$ cat config.mk
export PLATFORM = sky130hd
export DESIGN_NAME = pin_sample_collector_flat
export DESIGN_NICKNAME = d
export VERILOG_FILES = /design/src/rtl/pin_sample_collector_if.sv /design/src/rtl/pin_sample_collector.sv /design/src/flat_wrapper.sv
export SDC_FILE = /design/constraint.sdc
export NUM_CORES = 1
export LEC_CHECK = 0
export CAP_MARGIN = 20
export CORE_ASPECT_RATIO = 1.25
export CORE_MARGIN = 3
export CORE_UTILIZATION = 45
export DETAILED_ROUTE_END_ITERATION = 8
export PLACE_DENSITY_LB_ADDON = 0.15
export SETUP_SLACK_MARGIN = 0.05
export SLEW_MARGIN = 20
export SYNTH_ARGS = -nofsm -noshare
export SYNTH_HDL_FRONTEND = slang
export SYNTH_SLANG_ARGS = --single-unit
$ cat constraint.sdc
create_clock -name clk -period 7.8 [get_ports clk]
set_clock_uncertainty 0.15 [all_clocks]
set_input_delay 1.56 -clock clk [delete_from_list [all_inputs] [get_ports clk]]
set_output_delay 1.56 -clock clk [all_outputs]
set_load 0.05 [all_outputs]
$ cat src/rtl/pin_sample_collector_if.sv
`default_nettype none
// ============================================================================
// Module   : pin_sample_collector_if
// Brief    : Register-bus and host-FIFO signal bundle for pin_sample_collector.
// Revision : 1.0  initial release
// ============================================================================
interface pin_sample_collector_if #(
    parameter int FIFO_DEPTH = 16
);
    localparam int c_LVL_W = $clog2(FIFO_DEPTH) + 1;

    logic [18:0]        bus_addr;
    logic               bus_rd;
    logic [15:0]        bus_data;
    logic               fifo_rd;
    logic [15:0]        fifo_data;
    logic               fifo_empty;
    logic               fifo_full;
    logic [c_LVL_W-1:0] fifo_level;

    modport master (
        output bus_addr, bus_rd,
        input  bus_data,
        input  fifo_rd,
        output fifo_data, fifo_empty, fifo_full, fifo_level
    );

    modport slave (
        input  bus_addr, bus_rd,
        output bus_data,
        output fifo_rd,
        input  fifo_data, fifo_empty, fifo_full, fifo_level
    );
endinterface
`default_nettype wire

$ cat src/rtl/pin_sample_collector.sv
`default_nettype none
// ============================================================================
// Module   : pin_sample_collector
// Brief    : Round-robin poller of pin-controller sample counters; changed
//            samples are tagged and queued in a FWFT FIFO for the host.
//            Optional macro COLLECTOR_MISSED_DETECT_EN flags skipped samples.
// Revision : 1.0  initial release
// ============================================================================
module pin_sample_collector #(
    parameter int NUM_PINS   = 8,
    parameter int BASE_POS   = 0,
    parameter int FIFO_DEPTH = 16
) (
    input  wire logic               clk,
    input  wire logic               reset,
    input  wire logic               enable,
    input  wire logic               clr_status,
    pin_sample_collector_if.master  bus,
    output logic                    overflow
);
    localparam int c_IDX_W = (NUM_PINS > 1) ? $clog2(NUM_PINS) : 1;
    localparam int c_PTR_W = $clog2(FIFO_DEPTH);
    localparam int c_LVL_W = c_PTR_W + 1;

    localparam logic [2:0] c_S_IDLE      = 3'd0;
    localparam logic [2:0] c_S_RD_CNT    = 3'd1;
    localparam logic [2:0] c_S_CHECK     = 3'd2;
    localparam logic [2:0] c_S_RD_SAMPLE = 3'd3;
    localparam logic [2:0] c_S_NEXT      = 3'd4;

    logic [2:0]         r_state;
    logic [2:0]         w_state_next;
    logic [c_IDX_W-1:0] r_idx;
    logic [15:0]        r_cnt_q;
    logic [15:0]        r_last_cnt [NUM_PINS];
    logic               r_overflow;

    logic [15:0]        r_mem [FIFO_DEPTH];
    logic [c_PTR_W-1:0] r_wr_ptr;
    logic [c_PTR_W-1:0] r_rd_ptr;
    logic [c_LVL_W-1:0] r_level;

    logic [10:0]        w_pos;
    logic               w_changed;
    logic               w_missed;
    logic               w_full;
    logic               w_empty;
    logic               w_push;
    logic               w_pop;
    logic               w_ovf_set;

    assign w_pos     = 11'(BASE_POS) + 11'(r_idx);
    assign w_changed = (r_cnt_q != r_last_cnt[r_idx]);
    assign w_full    = (r_level == c_LVL_W'(FIFO_DEPTH));
    assign w_empty   = (r_level == '0);
    assign w_push    = (r_state == c_S_RD_SAMPLE) && !w_full;
    assign w_pop     = bus.fifo_rd && !w_empty;

`ifdef COLLECTOR_MISSED_DETECT_EN
    logic [15:0] w_delta;
    // Modular difference: a wrap from 0xFFFF to 0x0000 is a single step.
    assign w_delta  = r_cnt_q - r_last_cnt[r_idx];
    assign w_missed = (w_delta > 16'd1);
`else
    assign w_missed = 1'b0;
`endif

    assign w_ovf_set = (r_state == c_S_CHECK) && w_changed && (w_full || w_missed);

    // State register
    always_ff @(posedge clk) begin
        if (reset) begin
            r_state <= c_S_IDLE;
        end else begin
            r_state <= w_state_next;
        end
    end

    // Next-state logic
    always_comb begin
        w_state_next = r_state;
        case (r_state)
            c_S_IDLE:      w_state_next = enable ? c_S_RD_CNT : c_S_IDLE;
            c_S_RD_CNT:    w_state_next = c_S_CHECK;
            c_S_CHECK: begin
                if (!w_changed || w_full) w_state_next = c_S_NEXT;
                else                      w_state_next = c_S_RD_SAMPLE;
            end
            c_S_RD_SAMPLE: w_state_next = c_S_NEXT;
            c_S_NEXT:      w_state_next = enable ? c_S_RD_CNT : c_S_IDLE;
            default:       w_state_next = c_S_IDLE;
        endcase
    end

    // Bus outputs, decoded from state only
    always_comb begin
        bus.bus_rd   = 1'b0;
        bus.bus_addr = 19'h0;
        case (r_state)
            c_S_RD_CNT: begin
                bus.bus_rd   = 1'b1;
                bus.bus_addr = {w_pos, 8'h08};
            end
            c_S_RD_SAMPLE: begin
                bus.bus_rd   = 1'b1;
                bus.bus_addr = {w_pos, 8'h07};
            end
            default: begin
                bus.bus_rd   = 1'b0;
                bus.bus_addr = 19'h0;
            end
        endcase
    end

    always_ff @(posedge clk) begin
        if (reset) begin
            r_idx      <= '0;
            r_cnt_q    <= 16'h0;
            r_overflow <= 1'b0;
            r_wr_ptr   <= '0;
            r_rd_ptr   <= '0;
            r_level    <= '0;
            for (int i = 0; i < NUM_PINS; i++) begin
                r_last_cnt[i] <= 16'h0;
            end
        end else begin
            if (r_state == c_S_RD_CNT) begin
                r_cnt_q <= bus.bus_data;
            end
            if ((r_state == c_S_CHECK) && w_changed) begin
                r_last_cnt[r_idx] <= r_cnt_q;
            end
            if (r_state == c_S_NEXT) begin
                r_idx <= (r_idx == c_IDX_W'(NUM_PINS - 1)) ? '0 : r_idx + 1'b1;
            end
            // A set wins over a simultaneous clear.
            r_overflow <= w_ovf_set | (r_overflow & ~clr_status);

            if (w_push) r_wr_ptr <= r_wr_ptr + 1'b1;
            if (w_pop)  r_rd_ptr <= r_rd_ptr + 1'b1;
            case ({w_push, w_pop})
                2'b10:   r_level <= r_level + 1'b1;
                2'b01:   r_level <= r_level - 1'b1;
                default: r_level <= r_level;
            endcase
        end
    end

    always_ff @(posedge clk) begin
        if (w_push) begin
            r_mem[r_wr_ptr] <= {w_pos[7:0], r_cnt_q[6:0], bus.bus_data[0]};
        end
    end

    assign bus.fifo_data  = w_empty ? 16'h0 : r_mem[r_rd_ptr];
    assign bus.fifo_empty = w_empty;
    assign bus.fifo_full  = w_full;
    assign bus.fifo_level = r_level;
    assign overflow       = r_overflow;

endmodule
`default_nettype wire

$ cat src/flat_wrapper.sv
// flat-port wrapper written by rule: the top's interface ports become plain ports
module pin_sample_collector_flat 
#(
    parameter int NUM_PINS   = 8,
    parameter int BASE_POS   = 0,
    parameter int FIFO_DEPTH = 16
)
  (clk, reset, enable, clr_status, overflow, bus_bus_addr, bus_bus_rd, bus_bus_data, bus_fifo_rd, bus_fifo_data, bus_fifo_empty, bus_fifo_full, bus_fifo_level);
  pin_sample_collector_if #(.FIFO_DEPTH(FIFO_DEPTH)) bus_i ();
  input  wire logic clk;
  input  wire logic reset;
  input  wire logic enable;
  input  wire logic clr_status;
  output logic overflow;
  output wire logic [$bits(bus_i.bus_addr)-1:0] bus_bus_addr;
  output wire logic [$bits(bus_i.bus_rd)-1:0] bus_bus_rd;
  input wire logic [$bits(bus_i.bus_data)-1:0] bus_bus_data;
  input wire logic [$bits(bus_i.fifo_rd)-1:0] bus_fifo_rd;
  output wire logic [$bits(bus_i.fifo_data)-1:0] bus_fifo_data;
  output wire logic [$bits(bus_i.fifo_empty)-1:0] bus_fifo_empty;
  output wire logic [$bits(bus_i.fifo_full)-1:0] bus_fifo_full;
  output wire logic [$bits(bus_i.fifo_level)-1:0] bus_fifo_level;
  assign bus_bus_addr = bus_i.bus_addr;
  assign bus_bus_rd = bus_i.bus_rd;
  assign bus_i.bus_data = bus_bus_data;
  assign bus_i.fifo_rd = bus_fifo_rd;
  assign bus_fifo_data = bus_i.fifo_data;
  assign bus_fifo_empty = bus_i.fifo_empty;
  assign bus_fifo_full = bus_i.fifo_full;
  assign bus_fifo_level = bus_i.fifo_level;
  pin_sample_collector #(.NUM_PINS(NUM_PINS), .BASE_POS(BASE_POS), .FIFO_DEPTH(FIFO_DEPTH)) u_core (.clk(clk), .reset(reset), .enable(enable), .clr_status(clr_status), .bus(bus_i), .overflow(overflow));
endmodule
==> results of run 1 <==
sequential cells by signal, indices dropped and copies added, names as in the netlist, named ones only:
name,count
u_core.bus.fifo_level,5
u_core.overflow,1
u_core.r_cnt_q,16
u_core.r_idx,3
u_core.r_last_cnt,128
u_core.r_mem,176
u_core.r_rd_ptr,4
u_core.r_state,3
u_core.r_wr_ptr,4
through the flow:
step                      hold slack (ns)  cells    util  power, mW
after floorplan                    0.3317    941       -      2.427
after global placement             0.3628   1312  0.4781      2.549
after detailed placement           0.3579   1312  0.4781      2.554
after CTS                          0.3696   1379  0.5170      4.392
after global routing               0.3969   1379  0.5170      4.500
final                              0.3744   1379  0.5170      4.351
layout by cell type, fill, tap and decap left out, types with 3 or more instances in the layout:
cell,n
edfxtp_1,304
nand4_1,6
nor2_1,25
a221oi_1,8
clkbuf_16,37
xor2_1,15
clkdlybuf4s50_1,46
a31o_1,6
a31o_2,3
clkbuf_1,7
nor2b_1,16
o22ai_1,8
dfxtp_2,3
nor3b_1,3
and3_1,33
ha_1,11
inv_1,5
conb_1,17
and4_1,98
clkinv_2,7
mux2_2,16
a21o_1,4
clkbuf_8,3
buf_4,12
nand2_1,42
mux2i_1,28
xnor2_1,11
dfxtp_1,39
bufinv_16,7
mux4_2,71
clkinv_1,4
nand2b_1,3
a21oi_1,24
and2_1,23
cell type report:
class | instances | share of cell area
clock inverters | 20 | 0.01669
clock buffers | 47 | 0.05862
well taps | 418 | 0.03086
repair buffers | 59 | 0.03278
flip-flops and latches | 347 | 0.5899
inverters | 6 | 0.001329
multi-input cells | 482 | 0.2698
Yosys cell counts (all sizes together):
library cell | number | area share
nor3b | 3 | 0.0015
conb | 1 | 0.00025
and2 | 23 | 0.0096
fa | 1 | 0.0013
inv | 5 | 0.0012
a221oi | 8 | 0.0047
and4 | 98 | 0.057
nor2 | 26 | 0.0065
clkbuf | 51 | 0.013
a21oi | 24 | 0.0080
buf | 55 | 0.022
dfxtp | 43 | 0.057
o21ai | 1 | 0.00033
mux2i | 28 | 0.019
and3 | 33 | 0.014
or3 | 1 | 0.00042
xor2 | 15 | 0.0087
nor3 | 2 | 0.00067
clkinv | 1 | 0.00025
ha | 11 | 0.0092
nor2b | 16 | 0.0067
mux4 | 71 | 0.11
nand4 | 6 | 0.0025
nand2 | 42 | 0.010
nand2b | 3 | 0.0012
mux2 | 16 | 0.012
o22ai | 8 | 0.0033
xnor2 | 11 | 0.0064
a21o | 4 | 0.0020
edfxtp | 304 | 0.61
nor4b | 2 | 0.0012
or4 | 1 | 0.00075
a31o | 9 | 0.0052
nor4 | 2 | 0.00083
how the worst max path moves through the flow:
stage / start / endpoint / slack, ns / cells past startpoint
global route: u_core.r_state[0] / bus_bus_addr[3] / 2.30 / 4
detailed placement: reset / u_core.r_last_cnt[3][9] / 2.70 / 8
finish: u_core.r_state[0] / bus_bus_addr[3] / 2.56 / 4
CTS: u_core.r_state[0] / bus_bus_addr[3] / 2.40 / 4
floorplan: register / bus_fifo_data[0] / 3.61 / 5
global placement: reset / u_core.r_last_cnt[3][12] / 2.77 / 8
power by group:
| group | total (mW) | switching [mW] | internal (mW) |
|---|---|---|---|
| combinational | 0.359 | 0.210 | 0.149 |
| sequential | 2.15 | 0.0799 | 2.07 |
| clock | 1.85 | 0.708 | 1.14 |
per-layer routing:
metal | track usage | vias to the layer above | wire [um]
li1 | - | 3641 | -
met5 | 0 | - | 0
met2 | 0.3509 | 179 | 18040
met4 | 0.06462 | 0 | 981
met1 | 0.2362 | 4180 | 13630
met3 | 0.02776 | 63 | 1193
worst max-delay path, stage by stage (launching register included):
cell and delay, ns:
dfxtp_1 0.37, nor2b_1 0.21, nand2b_1 0.67, clkinv_1 0.85
clkdlybuf4s50_1 0.91
kinds of logic (layout without fill, tap and decap cells):
| kind of cell | count (synthesis) | count (layout) | synth area share |
|---|---|---|---|
| adders and majority gates | 12 | 12 | 0.01049 |
| DFF | 347 | 347 | 0.6644 |
| muxes | 115 | 115 | 0.1370 |
| AOI/OAI and AO/OA | 54 | 54 | 0.02355 |
| xor gates and xnor gates | 26 | 26 | 0.01515 |
| other | 1 | 17 | 0.0002494 |
| and+or+nand+nor | 258 | 258 | 0.1131 |
| buffers and inverters | 112 | 132 | 0.03612 |
==> impl_metrics.yaml, run 1 <==
run_status:
  status: "completed"
min_path:
  min_to: "u_core.r_wr_ptr[1]"
  hold_path_startpoint: "u_core.r_wr_ptr[1]"
  holdCritPathClass: "register to register"
  hold_path_depth: 2
drt:
  ant_nets: 0
  firstDrtPassIters: 5
  routed_wl_mm: 33.85
  wl_per_cell_um: 24.55
  vias: 8063
  post-route-drc-count: 0
  drt-vias-per-instance: 5.847
  drtIter0Drc: 611
timing:
  slew_viol_final: 0
  tns_ns: 0
  rsz0062_at_grt: "no"
  period_minus_slack_ns: 5.236
  setup_violations: 0
  setup_slack_ns: 2.564
  worst_slew_pin_slew_ns: 1.035
  fin_crit_sh: 0.6713
  max_freq_mhz: 191.0
  maxSlewHeadroom: 0.3100
  hold_viol: 0
power_and_ir_drop:
  p_leak_nw: 5.755
  irDropWorstVdd_uv: 174.8
  power.density_mw_per_mm2: 256.7
clock_network:
  hold_buffers: 0
  clock_latency_ns: 0.52
  ctsResizeCount: 0
  cts_tree: "done"
  htreeDepth: 2
  post-cts-setup-buffers: 0
  clock_sinks: 347
  cts_buffer_depth: 3
  numCtsBuffers: 37
  clk_pin_slew_worst_paths_ns: 0.06
  cts_root_buf: "clkbuf_16"
cells_and_area:
  drive_above_1_share: 0.1738
  ff_latch_area_sq_mm: 0.009997
  multi_input_area_sq_mm: 0.004572
  n_fill_cell: 2702
  n_antenna_cell: 0
  area_growth_pct: 12.71
  fin_area_sq_mm: 0.01695
  final_nets: 966
critical_path:
  reg2reg_slack_ns: 2.97
  r2r_end: "u_core.r_last_cnt[5][4]"
  critPathLaunchType: "register"
  critPathKind: "register to output pin"
  crit_path_end_kind: "output pin"
  required_ns: 6.09
  cp.arrival_ns: 3.53
  reg2regPathDepth: 8
  critPathMaxFanout: 17
synthesis:
  postSynthCellCount: 925
  avgSynthCellArea_sq_um: 16.25
  synth_area_sq_mm: 0.01504
  synth_seq_cells: 347
  yosysSeqAreaShare: 0.6644
  ys_warn_count: 0
  synthDistinctLibCells: 39
global_route:
  overflow: 0
  grt_pass1_vias: 8434
  antenna_found_initial: 0
  grt_max_degree: 78
  grt_pass1_wl_mm: 51.88
  grt_use_total: 0.1930
placed_design:
  dp_slack_ns: 2.696
  port_buffers: 47
  place_hpwl_mm: 19.50
  finalWeightedCongestion: 0.7472
  placed_cell_area_sq_mm: 0.01567
die:
  core_area_sq_mm: 0.03278
  die_width_um: 169.5
  ios: 65
  die_h_um: 210.4
  die-area_sq_mm: 0.03566
  start_util: 0.4587
  rows: 74
flow_run:
  max_cap_violations: 0
(Power assumes the default switching activity.)
==> run 2: changes to the inputs <==
- clock period: 7.8 -> 5.2 ns (I/O delays scaled with it)
==> run 2 against run 1 <==
Net effect: worst setup slack lost 1.8 ns; sequential share of layout area shrank 0.21 points; flip-flop and latch count unchanged; clock power increased by 39%; non-clock buffer count is 16 higher; combinational power up 70%; critical path type unchanged; critical endpoint is now bus_fifo_data[10].
==> impl_metrics.yaml, run 2 (synthesis gave the netlist of run 1 again) <==
run_status:
  status: "completed"
cells_and_area:
  final_nets: 982
  layout_commonest_cell: "edfxtp_1"
  n_antenna_cell: 0
  n_fill_cell: 2746
  area_growth_pct: 13.12
  most-common-layout-cells: "edfxtp_1, and4_1, mux4_2"
  largestRegisters: "u_core.r_mem: 176 flops, u_core.r_last_cnt: 128 flops, u_core.r_cnt_q: 16 flops"
  largest_register_ffs: 176
  drive_above_1_share: 0.1800
  largest_register: "u_core.r_mem"
critical_path:
  critPathKind: "register to output pin"
  reg2regPathDepth: 7
  cp.arrival_ns: 3.28
  reg2reg_slack_ns: 1.07
  crit_path_end_kind: "output pin"
  critPathMaxFanout: 20
  critPathLaunchType: "register"
  required_ns: 4.01
  r2r_end: "u_core.r_last_cnt[0][13]"
timing:
  tns_ns: 0
  rsz0062_at_grt: "no"
  maxSlewHeadroom: 0.3314
  max_freq_mhz: 223.7
  hold_viol: 0
  worst_hold_slack_ns: 0.3745
  setup_violations: 0
  worst_slew_pin_slew_ns: 1.003
  fin_crit_sh: 0.8596
  slew_viol_final: 0
  period_minus_slack_ns: 4.470
drt:
  wl_met3_mm: 1.455
  firstDrtPassIters: 6
  post-route-drc-count: 0
  drt-vias-per-instance: 5.741
  wl_met1_mm: 13.72
  vias: 8015
  drtIter0Drc: 561
  wl_met2_mm: 18.65
  ant_nets: 0
  routed.top_layer: "met4"
  routed_wl_mm: 34.59
  wl_per_cell_um: 24.78
global_route:
  grt_use_total: 0.1965
  grt_pass1_vias: 8349
  antenna_found_initial: 0
  grt_max_degree: 87
  overflow: 0
  grt_pass1_wl_mm: 52.64
clock_network:
  cts_root_buf: "clkbuf_16"
  hold_buffers: 0
  clk_pin_slew_worst_paths_ns: 0.06
  clock_sinks: 347
  numCtsBuffers: 37
  htreeDepth: 2
  cts_tree: "done"
  post-cts-setup-buffers: 0
  cts_buffer_depth: 3
  ctsResizeCount: 0
  clock_latency_ns: 0.52
die:
  ios: 65
  start_util: 0.4587
  core_area_sq_mm: 0.03278
  die_width_um: 169.5
  rows: 74
  die_h_um: 210.4
  die-area_sq_mm: 0.03566
placed_design:
  finalWeightedCongestion: 0.7812
  port_buffers: 47
  place_hpwl_mm: 20.70
min_path:
  hold_path_startpoint: "u_core.r_wr_ptr[1]"
  holdCritPathClass: "register to register"
  min_to: "u_core.r_wr_ptr[1]"
  hold_path_depth: 2
power_and_ir_drop:
  p_comb_frac: 0.096
  power.density_mw_per_mm2: 373.4
  switching_share: 0.2351
  seqPwrFrac: 0.499
  irDropWorstVdd_uv: 249.5
  p_clk_frac: 0.405
  switchingPower_mw: 1.493
  p_int_mw: 4.858
  p_leak_nw: 5.791
flow_run:
  max_cap_violations: 0
## run 2: cell count changes in the layout (fill, tap and decap cells not counted), moves of 2 or more
| cell | delta |
|---|---|
| buf_12 | +2 |
| buf_4 | +14 |
| bufinv_16 | -5 |
| clkbuf_1 | +2 |
| clkbuf_16 | +2 |
| clkinv_1 | +5 |
| clkinv_2 | -5 |
| clkinvlp_4 | +2 |
## run 2: how the worst max path moves through the flow
| stage | startpoint | endpoint | slack [ns] | depth (start not counted) |
|---|---|---|---|---|
| after floorplan | u_core.r_state[0] | u_core.bus.fifo_level[4] | 1.11 | 12 |
| after global placement | register | u_core.r_last_cnt[0][7] | 1.07 | 7 |
| after detailed placement | register | u_core.r_last_cnt[0][7] | 1.06 | 7 |
| after CTS | register | bus_fifo_data[10] | 0.69 | 5 |
| after global routing | register | bus_fifo_data[10] | 0.61 | 5 |
| final | register | bus_fifo_data[10] | 0.73 | 5 |
## run 2: area by class of cell
type,instances,area (sq um),share of cell area
sequential,347,9997,0.5878
multi-input combinational,482,4572,0.2688
clock buffer,51,1051,0.06180
timing repair buffer,75,700.7,0.04120
tap,418,523.0,0.03075
clock inverter,17,141.4,0.008313
inverter,6,22.52,0.001324
## run 2: worst max-delay path, stage by stage, from the launching register on
cell and delay, ns:
dfxtp_2 0.69, buf_4 0.35, mux4_2 0.36, mux4_2 0.50, nor2b_1 0.15, clkdlybuf4s50_1 0.70
## run 2: metrics by stage
stage	power [mW]	setup slack (ns)	instances	instance area (sq um)	utilization
after global placement	3.848	1.068	1328	15820	0.4825
final	6.351	0.7302	1396	17010	0.5189
after floorplan	3.640	1.110	941	15100	-
after global routing	6.575	0.6058	1396	17010	0.5189
after CTS	6.412	0.6856	1396	17010	0.5189
after detailed placement	3.853	1.062	1328	15820	0.4825
## run 2: layer usage
metal	vias to the layer above	global-route usage
li1	3681	-
met1	4076	0.2477
met2	206	0.3574
met3	52	0.02514
met4	0	0.05446
met5	-	0
## run 2: power by group through the flow
stage | Sequential, mW | Clock (mW) | Combinational, mW
CTS | 3.17 | 2.62 | 0.623
global placement | 3.23 | 0 | 0.618
floorplan | 3.20 | 0 | 0.442
global route | 3.18 | 2.74 | 0.656
finish | 3.17 | 2.57 | 0.609
detailed placement | 3.23 | 0 | 0.622
==> run 3: changes to the inputs <==
- CAP_MARGIN: 20 -> 30
- CTS_CLUSTER_SIZE: not set -> 25
- clock period: 5.2 -> 5.15 ns (I/O delays scaled with it)
==> run 3 against run 2 <==
Net effect: flip-flop and latch count is the same; via count is 1.5% higher; largest cell class unchanged; critical path type unchanged; global-route usage is 0.29 points higher.
==> impl_metrics.yaml, run 3 (synthesis gave the netlist of run 1 again) <==
drt:
  wl_per_cell_um: 25.14
  routed_wl_mm: 35.25
  drt-vias-per-instance: 5.805
  firstDrtPassIters: 5
  post-route-drc-count: 0
  ant_nets: 0
  drtIter0Drc: 477
  vias: 8139
critical_path:
  reg2reg_slack_ns: 1.16
  required_ns: 3.97
  crit_path_end_kind: "output pin"
  critPathLaunchType: "register"
  r2r_end: "u_core.r_last_cnt[4][0]"
  cp.arrival_ns: 3.43
  critPathKind: "register to output pin"
  critPathMaxFanout: 35
  crit_path_end: "bus_fifo_data[1]"
  reg2regPathDepth: 9
clock_network:
  cts_root_buf: "clkbuf_16"
  htreeDepth: 2
  clock_latency_ns: 0.52
  clock_sinks: 347
  hold_buffers: 0
  cts_buffer_depth: 3
  post-cts-setup-buffers: 0
  clk_pin_slew_worst_paths_ns: 0.06
  cts_tree: "done"
  ctsResizeCount: 0
  numCtsBuffers: 36
power_and_ir_drop:
  irDropWorstVdd_uv: 257.0
  p_leak_nw: 5.838
  finalPower_mw: 6.318
  power.density_mw_per_mm2: 369.9
timing:
  worst_hold_slack_ns: 0.3734
  slew_viol_final: 0
  max_freq_mhz: 216.8
  rsz0062_at_grt: "no"
  period_minus_slack_ns: 4.613
  maxSlewHeadroom: 0.3674
  fin_crit_sh: 0.8957
  hold_viol: 0
  worst_slew_pin_slew_ns: 0.9490
  setup_violations: 0
  tns_ns: 0
die:
  rows: 74
  ios: 65
  start_util: 0.4587
  die_width_um: 169.5
  core_area_sq_mm: 0.03278
  die_h_um: 210.4
  die-area_sq_mm: 0.03566
global_route:
  grt_max_degree: 86
  grt_pass1_vias: 8587
  grt.met2_usage: 0.3664
  busiest_layer: "met2"
  antenna_found_initial: 0
  met3_usage: 0.02701
  grt_use_total: 0.1994
  grt_pass1_wl_mm: 53.21
  grt.met1_usage: 0.2427
  overflow: 0
cells_and_area:
  largest_register_ffs: 176
  most-common-layout-cells: "edfxtp_1, and4_1, mux4_2"
  area_growth_pct: 13.60
  drive_above_1_share: 0.1870
  layout_commonest_cell: "edfxtp_1"
  largest_register: "u_core.r_mem"
  n_fill_cell: 2710
  final_nets: 990
  n_antenna_cell: 0
  fin_area_sq_mm: 0.01708
  largestRegisters: "u_core.r_mem: 176 flops, u_core.r_last_cnt: 128 flops, u_core.r_cnt_q: 16 flops"
placed_design:
  place_hpwl_mm: 20.93
  placed_cell_area_sq_mm: 0.01592
  finalWeightedCongestion: 0.7383
  port_buffers: 47
min_path:
  holdCritPathClass: "register to register"
flow_run:
  max_cap_violations: 0
run_status:
  status: "completed"
run 3: how the worst min path moves through the flow:
stage	slack, ns	end	start	depth (start not counted)
floorplan	0.33	u_core.r_wr_ptr[1]	u_core.r_wr_ptr[1]	2
global placement	0.35	u_core.r_rd_ptr[3]	u_core.r_rd_ptr[3]	2
detailed placement	0.37	u_core.r_wr_ptr[1]	u_core.r_wr_ptr[1]	2
CTS	0.37	u_core.r_wr_ptr[1]	u_core.r_wr_ptr[1]	2
global route	0.42	u_core.r_wr_ptr[1]	u_core.r_wr_ptr[1]	2
finish	0.37	u_core.r_wr_ptr[1]	u_core.r_wr_ptr[1]	2
run 3: final cells by class:
| class | instances | area [sq um] | area share |
|---|---|---|---|
| flip-flops and latches | 347 | 9997 | 0.5853 |
| multi-input cells | 482 | 4572 | 0.2677 |
| clock buffers | 57 | 1061 | 0.06212 |
| repair buffers | 84 | 833.3 | 0.04879 |
| well taps | 418 | 523.0 | 0.03062 |
| clock inverters | 8 | 71.32 | 0.004176 |
| inverters | 6 | 22.52 | 0.001319 |
run 3: stage by stage:
stage | utilization | std cells | worst slack [ns]
after detailed placement | 0.4856 | 1335 | 0.9802
final | 0.5211 | 1402 | 0.5372
after global placement | 0.4830 | 1330 | 0.9742
after global routing | 0.5211 | 1402 | 0.3115
after CTS | 0.5202 | 1400 | 0.4291
after floorplan | - | 941 | 1.060
run 3: layer usage:
layer / vias to the layer above / wire (um)
li1: 3683 / -
met1: 4217 / 13810
met2: 180 / 19230
met3: 59 / 1307
met4: 0 / 901
met5: - / 0
run 3: power breakdown:
| part | switching [mW] | total (mW) | internal (mW) |
|---|---|---|---|
| clock network | 1.03 | 2.50 | 1.47 |
| registers | 0.0779 | 3.21 | 3.13 |
| logic | 0.365 | 0.613 | 0.248 |
| total | 1.47 | 6.32 | 4.84 |
run 3: critical path, cell delays in order (launching register included):
cell	delay, ns
dfxtp_4	0.79
buf_4	0.29
mux4_2	0.50
mux4_2	0.46
nor2b_1	0.14
clkdlybuf4s50_1	0.70
==> patch 1 (flow settings as in run 1) <==
Put one more register stage on the output `overflow`. The value now appears one clock later. The other outputs are not delayed to match.
--- a/src/rtl/pin_sample_collector.sv
+++ b/src/rtl/pin_sample_collector.sv
@@ -157,5 +157,7 @@
     assign bus.fifo_full  = w_full;
     assign bus.fifo_level = r_level;
-    assign overflow       = r_overflow;
+    always_ff @(posedge clk) begin
+        overflow <= r_overflow;
+    end
 
 endmodule
Formal check against the unedited RTL: no difference found for any inputs over 4 cycles, from zero or initial values and one cycle with reset high; that may be too few to reach the edited logic, so the function may still have changed.
==> patch 1 against run 1 <==
Wire length rose by 1.3%. Clock power down 7%. Sequential cell count rose by 1. Non-clock buffer count is 3 higher. Area after synthesis grew 0.13%. Total power is 2.6% lower. Final area down 0.30%. Sequential share of layout area up 0.29 points. Worst setup slack improved by 0.066 ns.
==> patch 1: results (changes against run 1) <==
Power and ir drop:
- The worst IR drop on VDD is 0.1515 mV (was 0.1748 mV).
- The internal power summed over all cells is 3.248 mW (was 3.353 mW).
- The power consumed by combinational cells is 366 uW (was 359 uW).
- The reported leakage power is 5.716 nW (was 5.755 nW).
- The relative contribution of the clock network to total power is 40.7% (was 42.4%).
- The power density normalized to cell area is 250.8 nW/um^2 (was 256.7 nW/um^2).

Route:
- The via count was 8027 (was 8063).
- The number of design-rule violations left by the first detailed-router iteration came to 618 (was 611).
- The overall routed net length was 34.30 mm (was 33.85 mm).
- The mean number of vias per cell is 5.808 (was 5.847).

Yosys:
- The xor and xnor area share after synthesis was 1.513% (was 1.515%).
- Commonest cells post-synth: sky130_fd_sc_hd__edfxtp_1 (304), sky130_fd_sc_hd__and4_1 (98), sky130_fd_sc_hd__mux4_2 (71) (unchanged).
- The count of mapped cells out of synthesis is 926 (was 925).
- The sequential area share after synthesis was 66.48% (was 66.44%).
- The mux contribution to synthesized area is 13.68% (was 13.70%).
- The adder-cell share of the synthesized area is 1.047% (was 1.049%).
- The post-synthesis compound-gate area fraction is 2.352% (was 2.355%).

Placement:
- The routability congestion estimate is 0.7431 (was 0.7472).
- The pre-CTS setup slack is 2.932 ns (was 2.696 ns).
- The sum of net half-perimeters after detailed placement was 20.18 mm (was 19.50 mm).
- The post-detailed-placement cell area is 15710 um^2 (was 15670 um^2).

Status:
- Outcome: complete, no violations (unchanged).

Timing:
- The hold slack came to 0.1999 ns (was 0.3744 ns).
- The post-layout minimum cycle time came to 5.170 ns (was 5.236 ns).
- The worst slew margin relative to its limit was 30.01% (was 31.00%).

CTS:
- The quantity of gates resized following cts is 0 (unchanged).

Critical path:
- The setup slack of the most critical reg-to-reg path is 3.16 ns (was 2.97 ns).
- The delay of the slowest cell on the worst path came to 0.93 ns (was 0.91 ns).
- The cell family with the largest share of critical-path delay is multiplexers (was buffers and inverters).
- The library cell contributing the largest single delay on the critical path is sky130_fd_sc_hd__dfxtp_4 (was sky130_fd_sc_hd__clkdlybuf4s50_1).
- The cell count of the worst reg-to-reg path is 9 (was 8).
- The end point of the critical path is bus_fifo_data[4] (was bus_bus_addr[3]).
- The peak fanout along the critical path is 44 (was 17).
- The endpoint of the most critical register-to-register path is u_core.r_last_cnt[2][12] (was u_core.r_last_cnt[5][4]).

Final layout:
- The share of post-route cells with drive strength above 1 is 16.80% (was 17.38%).
- The fill cell instance count of the final layout is 2671 (was 2702).
- The relative area change from synthesis to final layout came to 12.22% (was 12.71%).

Global route:
- The pin count of the biggest net entering global routing is 74 (was 78).
- The total global routing track utilization is 19.50% (was 19.30%).
- The via count of the first global-routing pass was 8286 (was 8434).

Min path:
- The number of cells traversed by the worst hold path was 0 (was 2).
- The endpoint with the worst hold slack is u_core.overflow (was u_core.r_wr_ptr[1]).
==> patch 1: cell types whose count changed in the layout (fill, tap and decap cells not counted), moves of 2 or more <==
cell,before,now
sky130_fd_sc_hd__clkinv_1,4,6
sky130_fd_sc_hd__clkinv_2,7,3
sky130_fd_sc_hd__buf_4,12,15
sky130_fd_sc_hd__clkbuf_8,3,1
sky130_fd_sc_hd__clkinvlp_4,0,2
sky130_fd_sc_hd__clkbuf_16,37,39
sky130_fd_sc_hd__bufinv_16,7,3
sky130_fd_sc_hd__clkbuf_1,7,11
==> patch 1: layout make-up <==
type                       count  area share (%)
timing repair buffer          62           3.421
clock buffer                  51           6.102
clock inverter                15          0.9034
tap                          418           3.095
sequential                   348           59.29
multi-input combinational    482           27.06
inverter                       6          0.1333
==> patch 1: metal layers <==
metal / GRT usage (%) / part of all wire, % / vias up
met5: 0 / 0 / -
met3: 2.439 / 2.8 / 56
li1: - / - / 3650
met2: 33.95 / 53 / 149
met4: 5.869 / 2.6 / 0
met1: 25.74 / 42 / 4172
==> patch 2 (config.mk and constraints of run 1) <==
Without the edit above. `FIFO_DEPTH` is set to 16 in 3 places; all go to 32.
--- a/src/rtl/pin_sample_collector_if.sv
+++ b/src/rtl/pin_sample_collector_if.sv
@@ -6,5 +6,5 @@
 // ============================================================================
 interface pin_sample_collector_if #(
-    parameter int FIFO_DEPTH = 16
+    parameter int FIFO_DEPTH = 32
 );
     localparam int c_LVL_W = $clog2(FIFO_DEPTH) + 1;
--- a/src/rtl/pin_sample_collector.sv
+++ b/src/rtl/pin_sample_collector.sv
@@ -10,5 +10,5 @@
     parameter int NUM_PINS   = 8,
     parameter int BASE_POS   = 0,
-    parameter int FIFO_DEPTH = 16
+    parameter int FIFO_DEPTH = 32
 ) (
     input  wire logic               clk,
--- a/src/flat_wrapper.sv
+++ b/src/flat_wrapper.sv
@@ -4,5 +4,5 @@
     parameter int NUM_PINS   = 8,
     parameter int BASE_POS   = 0,
-    parameter int FIFO_DEPTH = 16
+    parameter int FIFO_DEPTH = 32
 )
   (clk, reset, enable, clr_status, overflow, bus_bus_addr, bus_bus_rd, bus_bus_data, bus_fifo_rd, bus_fifo_data, bus_fifo_empty, bus_fifo_full, bus_fifo_level);
Interface: changed (resized bus_fifo_level); port bits go from 65 to 66. No check against the original RTL was run, so the function may have changed too.
==> patch 2 against run 1 <==
Utilization increased by 0.75 points. Sequential cell count increased by 180. Area after synthesis increased by 46%. Wire length increased by 54%. Total power increased by 56%. Final area increased by 48%. Sequential power increased by 49%. Worst setup slack got worse by 0.43 ns. Global-route usage increased by 1.1 points. Combinational power increased to 2.6 times the old value. Critical path depth increased by 2. Sequential share of layout area increased by 2.5 points. Non-clock buffer count increased by 39.
==> patch 2: results (changes against run 1) <==
Status:
- Outcome: complete, no violations (unchanged).

Global route:
- The pin count of the biggest net entering global routing was 97 (was 78).
- The via count of the first global-routing pass came to 12140 (was 8434).
- The total global routing track utilization is 20.44% (was 19.30%).

Yosys:
- Commonest cells post-synth: sky130_fd_sc_hd__edfxtp_1 (480), sky130_fd_sc_hd__nor4_1 (129), sky130_fd_sc_hd__mux4_2 (128) (was sky130_fd_sc_hd__edfxtp_1 (304), sky130_fd_sc_hd__and4_1 (98), sky130_fd_sc_hd__mux4_2 (71)).
- The synthesized area per cell came to 17.17 um^2 (was 16.25 um^2).
- The count of flip-flops with a built-in enable after synthesis came to 480 (was 304).
- The count of cell types in the netlist is 52 (was 39).

Placement:
- The sum of net half-perimeters after detailed placement is 30.12 mm (was 19.50 mm).
- The post-detailed-placement cell area is 23190 um^2 (was 15670 um^2).
- The number of placed cells counting well taps is 1905 (was 1312).
- The routability congestion estimate is 0.7479 (was 0.7472).

Route:
- The number of design-rule violations left by the first detailed-router iteration is 959 (was 611).
- The overall routed net length is 52.06 mm (was 33.85 mm).

Final layout:
- Registers with the most flip-flops: u_core.r_mem: 352 flops, u_core.r_last_cnt: 128 flops, u_core.r_cnt_q: 16 flops (was u_core.r_mem: 176 flops, u_core.r_last_cnt: 128 flops, u_core.r_cnt_q: 16 flops).
- The number of nets in the layout is 1357 (was 966).
- The share of post-route cells with drive strength above 1 is 21.26% (was 17.38%).

Critical path:
- The setup slack of the most critical reg-to-reg path is 2.84 ns (was 2.97 ns).
- The library cell contributing the largest single delay on the critical path is sky130_fd_sc_hd__dfxtp_4 (was sky130_fd_sc_hd__clkdlybuf4s50_1).
- The peak fanout along the critical path came to 56 (was 17).
- The endpoint of the most critical register-to-register path is u_core.r_last_cnt[3][4] (was u_core.r_last_cnt[5][4]).
- The cell count of the worst reg-to-reg path is 10 (was 8).

Min path:
- The startpoint of the lowest-slack hold path is u_core.r_cnt_q[5] (was u_core.r_wr_ptr[1]).
- The endpoint with the worst hold slack is u_core.r_cnt_q[5] (was u_core.r_wr_ptr[1]).

Timing:
- The actual transition at the worst max-transition pin came to 1.097 ns (was 1.035 ns).

Power and ir drop:
- The worst IR drop on VDD came to 0.1577 mV (was 0.1748 mV).

CTS:
- The number of buffers created by CTS is 54 (was 37).
==> patch 2: final cells by class <==
type,instances,area [um^2]
fill,3959,22660
multi-input combinational,635,6142
inverter,11,41.29
clock buffer,65,1414
timing repair buffer,98,869.6
tap,637,797.0
sequential,527,15370
clock inverter,33,370.4
==> patch 2: cell families (layout without fill, tap and decap cells) <==
kind of cell	Yosys count	in the layout	synth area share [%]
DFF	527	527	69.97
and+or+nand+nor	332	332	7.715
muxes	184	184	15.71
buffers and inverters	132	207	2.999
AOI/OAI and AO/OA	70	70	2.155
xor gates and xnor gates	23	23	0.9180
adders and majority gates	9	9	0.5132
other	1	17	0.01709
==> patch 2: power breakdown <==
part / leakage [nW] / internal (mW) / switching (mW)
Combinational: 1.88 / 0.375 / 0.563
Sequential: 4.95 / 3.15 / 0.0680
Clock: 0.874 / 1.55 / 1.06
Total: 7.70 / 5.07 / 1.70
==> patch 2: how the worst max path moves through the flow <==
stage | startpoint | endpoint | cells past startpoint
after detailed placement | flop | bus_fifo_data[1] | 6
after global routing | flop | bus_fifo_data[5] | 6
after floorplan | reset | u_core.r_last_cnt[0][0] | 5
after CTS | flop | bus_fifo_data[1] | 6
after global placement | flop | bus_fifo_data[0] | 6
final | flop | bus_fifo_data[1] | 6
==> patch 2: critical path, delay by kind of cell (launching register included) <==
family        cells  cell delay (ns)
flops             1             0.89
buf+inv           2             1.25
simple gates      1             0.06
mux               3             1.10
==> patch 2: metal layers <==
metal / track usage, % / vias up / part of all wire (%)
li1: - / 5234 / -
met1: 25.79 / 6000 / 40
met2: 36.10 / 346 / 52
met3: 2.880 / 107 / 5.1
met4: 7.574 / 0 / 3.3
met5: 0 / - / 0
==> patch 2: per-stage QoR <==
stage / total power [mW] / setup slack, ns / hold slack (ns) / utilization (%)
6_report: 6.769 / 2.131 / 0.3113 / 52.46
5_1_grt: 6.998 / 1.984 / 0.3377 / 52.46
4_1_cts: 6.824 / 1.982 / 0.3165 / 52.39
3_5_place_dp: 4.218 / 2.634 / 0.3079 / 48.65
3_3_place_gp: 4.204 / 2.673 / 0.2984 / 48.65
2_1_floorplan: 3.949 / 3.244 / 0.3176 / -
